File: config.mk
export PLATFORM = sky130hd
export DESIGN_NAME = fifo_burst_drain_flat
export DESIGN_NICKNAME = d
export VERILOG_FILES = /design/src/rtl/fifo_burst_drain_if.sv /design/src/rtl/fifo_burst_drain.sv /design/src/flat_wrapper.sv
export SDC_FILE = /design/constraint.sdc
export NUM_CORES = 1
export LEC_CHECK = 0
export CORE_ASPECT_RATIO = 0.8
export CORE_UTILIZATION = 43
export DETAILED_ROUTE_END_ITERATION = 10
export DONT_BUFFER_PORTS = 1
export GPL_TIMING_DRIVEN = 1
export MAX_ROUTING_LAYER = met4
export SYNTH_ARGS = -nofsm -noshare
export SYNTH_HDL_FRONTEND = slang
export SYNTH_SLANG_ARGS = --single-unit
File: constraint.sdc
create_clock -name clk -period 2 [get_ports clk]
set_input_delay 0.2 -clock clk [delete_from_list [all_inputs] [get_ports clk]]
set_output_delay 0.2 -clock clk [all_outputs]
set_load 0.01 [all_outputs]
File: src/rtl/fifo_burst_drain_if.sv
// Bus bundle between the burst drainer, its show-ahead source FIFO and the memory writer.
// slave = drainer side, master = FIFO/writer/control side.
interface fifo_burst_drain_if #(
    parameter int ADDR_W = 22
);
    logic              en;
    logic              frame_start;
    logic [9:0]        fifo_usedw;
    logic              fifo_empty;
    logic [15:0]       fifo_q;
    logic              fifo_rd_en;
    logic              wr_req;
    logic              wr_ack;
    logic [ADDR_W-1:0] wr_addr;
    logic [15:0]       wr_data;
    logic              wr_data_valid;
    logic              wr_data_ready;
    logic              frame_done;
    logic              underflow_err;

    modport slave (
        input  en, frame_start, fifo_usedw, fifo_empty, fifo_q, wr_ack, wr_data_ready,
        output fifo_rd_en, wr_req, wr_addr, wr_data, wr_data_valid, frame_done, underflow_err
    );

    modport master (
        output en, frame_start, fifo_usedw, fifo_empty, fifo_q, wr_ack, wr_data_ready,
        input  fifo_rd_en, wr_req, wr_addr, wr_data, wr_data_valid, frame_done, underflow_err
    );
endinterface

File: src/rtl/fifo_burst_drain.sv
// Drains a show-ahead FIFO in BURST_LEN-word bursts to a memory writer, walking a frame address.
// Define FRAME_WRAP_EN to wrap to address 0 at frame end instead of stopping until frame_start.
module fifo_burst_drain #(
    parameter int BURST_LEN   = 256,
    parameter int ADDR_W      = 22,
    parameter int FRAME_WORDS = 307200
) (
    input  logic               clk,
    input  logic               reset,
    fifo_burst_drain_if.slave  bus
);
    localparam int                CNT_W     = $clog2(BURST_LEN);
    localparam logic [ADDR_W-1:0] STEP      = ADDR_W'(BURST_LEN);
    localparam logic [ADDR_W-1:0] FRAME_END = ADDR_W'(FRAME_WORDS);
    localparam logic [CNT_W-1:0]  CNT_LAST  = CNT_W'(BURST_LEN - 1);

    typedef enum logic [1:0] {IDLE, REQ, DATA, DONE} state_e;

    state_e            state_q, state_d;
    logic [ADDR_W-1:0] addr_q, addr_d;
    logic [CNT_W-1:0]  cnt_q, cnt_d;
    logic              stop_q, stop_d;
    logic              pend_q, pend_d;
    logic              uflow_q, uflow_d;

    logic [ADDR_W-1:0] addr_inc;
    logic              frame_end;
    logic              vld;
    logic              rd;
    logic              can_start;

    assign addr_inc  = addr_q + STEP;
    assign frame_end = (addr_inc == FRAME_END);
    assign vld       = (state_q == DATA) && !bus.fifo_empty;
    assign rd        = vld && bus.wr_data_ready;
    assign can_start = bus.en && !stop_q && (32'(bus.fifo_usedw) >= BURST_LEN);

    always_ff @(posedge clk or negedge reset) begin
        if (!reset) begin
            state_q <= IDLE;
            addr_q  <= '0;
            cnt_q   <= '0;
            stop_q  <= 1'b0;
            pend_q  <= 1'b0;
            uflow_q <= 1'b0;
        end else begin
            state_q <= state_d;
            addr_q  <= addr_d;
            cnt_q   <= cnt_d;
            stop_q  <= stop_d;
            pend_q  <= pend_d;
            uflow_q <= uflow_d;
        end
    end

    always_comb begin
        state_d = state_q;
        addr_d  = addr_q;
        cnt_d   = cnt_q;
        stop_d  = stop_q;
        pend_d  = pend_q;
        uflow_d = uflow_q;

        if (bus.frame_start) begin
            stop_d  = 1'b0;
            uflow_d = 1'b0;
        end

        case (state_q)
            IDLE: begin
                if (bus.frame_start) addr_d = '0;
                if (can_start)       state_d = REQ;
            end
            REQ: begin
                if (bus.frame_start) pend_d = 1'b1;
                if (bus.wr_ack)      state_d = DATA;
            end
            DATA: begin
                if (bus.frame_start) pend_d = 1'b1;
                // An empty head stalls the burst; the flag stays until the next frame_start.
                if (bus.fifo_empty)  uflow_d = 1'b1;
                if (rd) begin
                    cnt_d = cnt_q + 1'b1;
                    if (cnt_q == CNT_LAST) begin
                        cnt_d   = '0;
                        state_d = DONE;
                    end
                end
            end
            DONE: begin
                state_d = IDLE;
                pend_d  = 1'b0;
                addr_d  = addr_inc;
                if (frame_end) begin
`ifdef FRAME_WRAP_EN
                    addr_d = '0;
`else
                    stop_d = 1'b1;
`endif
                end
                // A restart requested now or during the burst beats the increment.
                if (bus.frame_start || pend_q) begin
                    addr_d = '0;
                    stop_d = 1'b0;
                end
            end
            default: state_d = IDLE;
        endcase
    end

    assign bus.wr_req        = (state_q == REQ);
    assign bus.wr_addr       = addr_q;
    assign bus.wr_data       = (state_q == DATA) ? bus.fifo_q : 16'h0;
    assign bus.wr_data_valid = vld;
    assign bus.fifo_rd_en    = rd;
    assign bus.frame_done    = (state_q == DONE) && frame_end;
    assign bus.underflow_err = uflow_q;
endmodule

File: src/flat_wrapper.sv
// flat-port wrapper written by rule: the top's interface ports become plain ports
module fifo_burst_drain_flat 
#(
    parameter int BURST_LEN   = 256,
    parameter int ADDR_W      = 22,
    parameter int FRAME_WORDS = 307200
)
  (clk, reset, bus_en, bus_frame_start, bus_fifo_usedw, bus_fifo_empty, bus_fifo_q, bus_wr_ack, bus_wr_data_ready, bus_fifo_rd_en, bus_wr_req, bus_wr_addr, bus_wr_data, bus_wr_data_valid, bus_frame_done, bus_underflow_err);
  fifo_burst_drain_if #(.ADDR_W(ADDR_W)) bus_i ();
  input  logic clk;
  input  logic reset;
  input wire logic [$bits(bus_i.en)-1:0] bus_en;
  input wire logic [$bits(bus_i.frame_start)-1:0] bus_frame_start;
  input wire logic [$bits(bus_i.fifo_usedw)-1:0] bus_fifo_usedw;
  input wire logic [$bits(bus_i.fifo_empty)-1:0] bus_fifo_empty;
  input wire logic [$bits(bus_i.fifo_q)-1:0] bus_fifo_q;
  input wire logic [$bits(bus_i.wr_ack)-1:0] bus_wr_ack;
  input wire logic [$bits(bus_i.wr_data_ready)-1:0] bus_wr_data_ready;
  output wire logic [$bits(bus_i.fifo_rd_en)-1:0] bus_fifo_rd_en;
  output wire logic [$bits(bus_i.wr_req)-1:0] bus_wr_req;
  output wire logic [$bits(bus_i.wr_addr)-1:0] bus_wr_addr;
  output wire logic [$bits(bus_i.wr_data)-1:0] bus_wr_data;
  output wire logic [$bits(bus_i.wr_data_valid)-1:0] bus_wr_data_valid;
  output wire logic [$bits(bus_i.frame_done)-1:0] bus_frame_done;
  output wire logic [$bits(bus_i.underflow_err)-1:0] bus_underflow_err;
  assign bus_i.en = bus_en;
  assign bus_i.frame_start = bus_frame_start;
  assign bus_i.fifo_usedw = bus_fifo_usedw;
  assign bus_i.fifo_empty = bus_fifo_empty;
  assign bus_i.fifo_q = bus_fifo_q;
  assign bus_i.wr_ack = bus_wr_ack;
  assign bus_i.wr_data_ready = bus_wr_data_ready;
  assign bus_fifo_rd_en = bus_i.fifo_rd_en;
  assign bus_wr_req = bus_i.wr_req;
  assign bus_wr_addr = bus_i.wr_addr;
  assign bus_wr_data = bus_i.wr_data;
  assign bus_wr_data_valid = bus_i.wr_data_valid;
  assign bus_frame_done = bus_i.frame_done;
  assign bus_underflow_err = bus_i.underflow_err;
  fifo_burst_drain #(.BURST_LEN(BURST_LEN), .ADDR_W(ADDR_W), .FRAME_WORDS(FRAME_WORDS)) u_core (.clk(clk), .reset(reset), .bus(bus_i));
endmodule
# Yosys cells after proc, flatten, opt, wreduce, memory -nomap -nowiden
# Cells that the tools add are included.
dict set report classes {
  add_sub_neg 2
  n_lt_le_gt_ge 1
  n_eq_ne 11
  mux 19
  reduce_logical 16
}
# cell count
set op_table {}
lappend op_table {{$mux 22} 2}
lappend op_table {{$pmux 22 s2} 1}
lappend op_table {{$add 22x9->22 const B} 1}
lappend op_table {{$eq 22x19->1 const B} 1}
lappend op_table {{$mux 16} 1}
lappend op_table {{$ge 10x9->1 const B} 1}
lappend op_table {{$add 8x1->8 const B} 1}
lappend op_table {{$eq 8x8->1 const B} 1}
lappend op_table {{$mux 1} 8}
lappend op_table {{$mux 2} 4}
lappend op_table {{$mux 8} 1}
lappend op_table {{$ne 2x2->1 const B} 4}
lappend op_table {{$pmux 2 s4} 1}
lappend op_table {{$reduce_and 2->1} 3}
lappend op_table {{$logic_and 1x1->1} 5}
lappend op_table {{$eq 2x2->1 const B} 2}
lappend op_table {{$ne 2x1->1 const B} 2}
lappend op_table {{$reduce_and 4->1} 1}
lappend op_table {{$reduce_bool 2->1} 2}
lappend op_table {{$eq 2x1->1 const B} 1}
lappend op_table {{$logic_not 1->1} 2}
lappend op_table {{$logic_not 2->1} 1}
lappend op_table {{$pmux 1 s2} 1}
lappend op_table {{$reduce_or 2->1} 1}
lappend op_table {{$logic_or 1x1->1} 1}
dict set report word_totals {
  reg_bits 35
  output_inout_bits 43
}

# Logic depth before layout (Yosys ltp)
dict set report depth {
  ltp_word 5
  depth_mapped 9
  depth_no_buf 7
}

# Least setup slack after synthesis
# OpenSTA, ideal clock, no wires.
dict set report synth_timing {
  path_kind {flip-flop to output port}
  from {register u_core.addr_q[8], in the netlist u_core.bus.wr_addr[8]}
  to {output bus_frame_done}
  t_arrival_ns 1.890
  required_ns 1.800
  path_slack_ns -0.090
  path_stages_with_launch 6
  path_buffers 0
  cell_sequence {dfrtp_1 ha_1 nand3_2 nor3_1 xnor2_1 nor4bb_1}
}
dict set report synth_via {
  elab_chain_len 3
}
# item line_no
set synth_rtl {}
lappend synth_rtl {{start, declared} fifo_burst_drain.sv:20} ;# logic [ADDR_W-1:0] addr_q, addr_d;
lappend synth_rtl {{start signal, assigned} fifo_burst_drain.sv:48} ;# addr_q <= addr_d;
lappend synth_rtl {{$add 22x9->22} fifo_burst_drain.sv:32} ;# assign addr_inc = addr_q + STEP;
lappend synth_rtl {{$eq 22x19->1} fifo_burst_drain.sv:33} ;# assign frame_end = (addr_inc == FRAME_END);
lappend synth_rtl {{$logic_and 1x1->1} fifo_burst_drain.sv:116} ;# assign bus.frame_done = (state_q == DONE) && frame_end;
lappend synth_rtl {{end, declared} flat_wrapper.sv:24} ;# output wire logic [$bits(bus_i.frame_done)-1:0] bus_frame_done;
# No other way between the ends.

# Final worst setup path
dict set report layout_timing {
  from {register u_core.addr_q[9], in the netlist u_core.bus.wr_addr[9]}
  to {output bus_frame_done}
}
# Same word-level chain as after synthesis.

==> impl_metrics.sql <==
INSERT INTO impl_metrics (metric_group, metric, value, unit) VALUES
('status', 'status', 'complete, but fails checks', ''),
('status', 'violations', 'negative setup slack', ''),
('critical_path', 'reg2reg_slack', '0.11', 'ns'),
('die', 'rows', '20', ''),
('critical_path', 'r2r.worst_path.cells', '7', ''),
('critical_path', 'crit_path_cell_trace', 'buf_6, nand4_4, nor3_4, mux2i_2, and3_1, nor4bb_4', ''),
('cells_and_area', 'number_of_inserted_diodes', '0', ''),
('place', 'dpl-instance-area', '1990', 'um2'),
('place', 'buffer_ports.inserted', '0', ''),
('timing', 'fin_crit_sh', '107', '%'),
('critical_path', 'critical_path_required', '1.80', 'ns'),
('pwr', 'power.ir.vdd_worst', '414', 'uV'),
('logic_synthesis', 'yosys.cell_types.count', '50', ''),
('pwr', 'comb_power_share', '42.1', '%'),
('routing', 'avgRoutedWirePerCell', '15.3', 'um'),
('hold_path', 'hp-class', 'primary input to flop', ''),
('logic_synthesis', 'synth-simple-area-share', '29.8', '%'),
('routing', 'drt_first_iter_violations', '50', ''),
('critical_path', 'path_delay_family', 'simple AND/OR/NAND/NOR gates', ''),
('timing', 'report.final.setup_viol', '1', ''),
('die', 'dieWidth', '75.0', 'um'),
('pwr', 'clkPwrFrac', '16.9', '%'),
('global_route', 'antenna_violations_before_repair', '0', ''),
('pwr', 'switchingPower', '0.000714', 'W'),
('cells_and_area', 'most_common_library_cell_in_the_layout_ignoring_fill_and_taps', 'sky130_fd_sc_hd__dfrtp_1', ''),
('pwr', 'pwr-share-seq', '41.0', '%'),
('die', 'die_height', '60.4', 'um'),
('logic_synthesis', 'multiplexer_share_of_the_synthesized_area', '1.16', '%'),
('clocking', 'clk_latency', '0.27', 'ns'),
('global_route', 'pin_count_of_the_biggest_net_entering_global_routing', '28', ''),
('place', 'place.gp.congestion', '0.827', ''),
('run', 'max_cap_viol_count', '0', ''),
('critical_path', 'worst_setup_path_end_kind', 'output pin', ''),
('die', 'num_io_pins', '76', ''),
('hold_path', 'holdPathStages', '1', ''),
('cells_and_area', 'flow.area_growth_from_synthesis', '20.2', '%'),
('logic_synthesis', 'synth-edff-count', '0', ''),
('logic_synthesis', 'seq_area_frac_synth', '36.9', '%'),
('cells_and_area', 'final_layout_size_suffix_gt1_share', '24.7', '%'),
('pwr', 'power_density', '805', 'nW/um2'),
('global_route', 'grt_pass1_wl', '6.87', 'mm'),
('routing', 'totalWireLength', '4.31', 'mm'),
('pwr', 'internal_power', '0.00106', 'W'),
('routing', 'drc_errors', '0', ''),
('timing', 'maxClockFrequency', '469', 'MHz'),
('hold_path', 'holdCritStartpoint', 'bus_frame_start', ''),
('critical_path', 'cpPeakStageDelay', '0.42', 'ns'),
('logic_synthesis', 'synth_area', '1830', 'um2'),
('critical_path', 'worstSetupPathType', 'flop to output pin', ''),
('timing', 'final-hold-violation-count', '0', ''),
('logic_synthesis', 'synth_compound_gate_area_share', '15.0', '%'),
('critical_path', 'total_buffers_and_inverters_traversed_by_the_critical_path', '1', ''),
('cells_and_area', 'final_cell_mix', '24 x sky130_fd_sc_hd__dfrtp_1, 23 x sky130_fd_sc_hd__buf_4, 18 x sky130_fd_sc_hd__nand2_1, 17 x sky130_fd_sc_hd__and2_1', ''),
('global_route', 'first_global_vias', '1505', ''),
('timing', 'postLayoutSetupSlackWorst', '-0.134', 'ns'),
('critical_path', 'critical_path.reg2reg.endpoint', 'u_core.state_q[1]', ''),
('timing', 'finalCriticalPeriod', '2.13', 'ns'),
('clocking', 'cts_tree', 'done', ''),
('clocking', 'cts_root_buf', 'sky130_fd_sc_hd__clkbuf_8', ''),
('pwr', 'fin_total_pwr', '0.00177', 'W'),
('hold_path', 'min_delay_worst_endpoint', 'u_core.bus.underflow_err', ''),
('logic_synthesis', 'ys.flop_type', 'sky130_fd_sc_hd__dfrtp_1', ''),
('logic_synthesis', 'xor_and_xnor_fraction_of_the_mapped_netlist_area', '4.78', '%'),
('critical_path', 'critical_path_arrival', '1.93', 'ns'),
('die', 'floorplan.core_area', '3930', 'um2'),
('clocking', 'cts.reportedPaths.clkPinSlew', '0.09', 'ns'),
('cells_and_area', 'finalNetCount', '268', ''),
('critical_path', 'slowest_stage', 'sky130_fd_sc_hd__dfrtp_1', ''),
('cells_and_area', 'final_design_area_no_fill', '2200', 'um2'),
('routing', 'vias', '1576', ''),
('place', 'dp.final_hpwl', '3.16', 'mm');
power groups by stage:
stage | combinational (W) | clock, W | sequential (W)
floorplan | 0.000509 | 0 | 0.000734
global placement | 0.000676 | 0 | 0.000718
detailed placement | 0.000704 | 0 | 0.000729
CTS | 0.000734 | 0.000321 | 0.000726
global route | 0.000811 | 0.000347 | 0.000741
finish | 0.000746 | 0.000300 | 0.000727
metrics by stage:
step / utilization, % / hold WS, ns / instances / setup slack, ns / TNS [ns]
floorplan: - / -0.0956 / 214 / 0.0355 / 0
global placement: 50.6 / -0.0948 / 271 / 0.122 / 0
detailed placement: 50.6 / -0.0950 / 271 / 0.0827 / 0
CTS: 55.2 / 0.0333 / 281 / -0.109 / -0.109
global route: 56.0 / 0.0356 / 282 / -0.242 / -0.244
finish: 56.0 / 0.0410 / 282 / -0.134 / -0.134
sequential cells by signal (all words and copies together) (netlist names):
signal and count:
u_core.bus.wr_addr 14, u_core.cnt_q 8, u_core.state_q 2, u_core.bus.underflow_err 1
u_core.pend_q 1, u_core.stop_q 1
cell usage after synthesis (2+ instances only):
cell                        n  area (um2)
sky130_fd_sc_hd__o31ai_1    7        52.6
sky130_fd_sc_hd__a31oi_1    3        18.8
sky130_fd_sc_hd__and3_1     2        12.5
sky130_fd_sc_hd__nand4_1    3        18.8
sky130_fd_sc_hd__nor2_1    14        52.6
sky130_fd_sc_hd__xor2_1     3        26.3
sky130_fd_sc_hd__and2_1    17         106
sky130_fd_sc_hd__nor3_1     5        25.0
sky130_fd_sc_hd__o21ai_0   14        70.1
sky130_fd_sc_hd__nand2_1   19        71.3
sky130_fd_sc_hd__xnor2_1    7        61.3
sky130_fd_sc_hd__nor2b_1    2        12.5
sky130_fd_sc_hd__ha_1       7        87.6
sky130_fd_sc_hd__nand3_1    7        35.0
sky130_fd_sc_hd__inv_1      8        30.0
sky130_fd_sc_hd__nand3_2    2        20.0
sky130_fd_sc_hd__clkbuf_1   4        15.0
sky130_fd_sc_hd__dfrtp_1   27         676
sky130_fd_sc_hd__nand3b_1   2        15.0
sky130_fd_sc_hd__nor3_2     2        20.0
sky130_fd_sc_hd__o21ai_1    6        30.0
sky130_fd_sc_hd__buf_2      6        30.0
sky130_fd_sc_hd__a21oi_1    6        30.0
sky130_fd_sc_hd__buf_4      8        60.1
worst max path at each step:
stage          slack (ns)             end  depth (start not counted)             startpoint
3_5_place_dp         0.08  bus_frame_done                          5  u_core.bus.wr_addr[8]
5_1_grt             -0.24  bus_frame_done                          6  u_core.bus.wr_addr[9]
2_1_floorplan        0.04  bus_frame_done                          5  u_core.bus.wr_addr[9]
4_1_cts             -0.11  bus_frame_done                          6  u_core.bus.wr_addr[9]
3_3_place_gp         0.12  bus_frame_done                          5  u_core.bus.wr_addr[8]
6_report            -0.13  bus_frame_done                          6  u_core.bus.wr_addr[9]
timing repair:
| action | CTS | global route |
|---|---|---|
| resized for setup | 14 | 7 |
| gates cloned | 0 | 0 |
| endpoints found under the setup margin | 1 | 2 |
| pin swaps | 6 | 0 |
| buffers inserted | 4 | 1 |
| hold endpoints to repair | 27 | 0 |
| hold buffers | 2 | 0 |
cells by family after synthesis:
logic type	after synthesis
AND/OR/NAND/NOR	89
AO/OA/AOI/OAI	45
flip-flops	27
buffers and inverters	26
XOR/XNOR	10
adder cells (fa/ha/maj)	7
multiplexers	2
other	1
worst register-to-register path, cell delays in order (launching register included):
cell	delay, ns
sky130_fd_sc_hd__dfrtp_1	0.42
sky130_fd_sc_hd__inv_1	0.12
sky130_fd_sc_hd__ha_2	0.22
sky130_fd_sc_hd__nand3b_4	0.14
sky130_fd_sc_hd__nor3_4	0.22
sky130_fd_sc_hd__and3_2	0.24
sky130_fd_sc_hd__o21ai_1	0.10
sky130_fd_sc_hd__mux2_1	0.32
metal layers:
metal  vias to the layer above  part of all wire [%]  track usage, %
met2                        64                    49            35.4
met1                       758                    44            25.0
met4                         0                  0.98            5.39
li1                        750                     -               -
met5                         -                     0               -
met3                         4                   6.1            4.49
final cells by class:
type | count | area (um2)
fillers | 383 | 1730
multi-input cells | 161 | 1150
flip-flops and latches | 27 | 679
repair buffers | 27 | 225
well taps | 55 | 68.8
clock buffers | 3 | 41.3
inverters | 8 | 30.0
clock inverters | 1 | 5.00
Power figures use the tool's default switching activity.
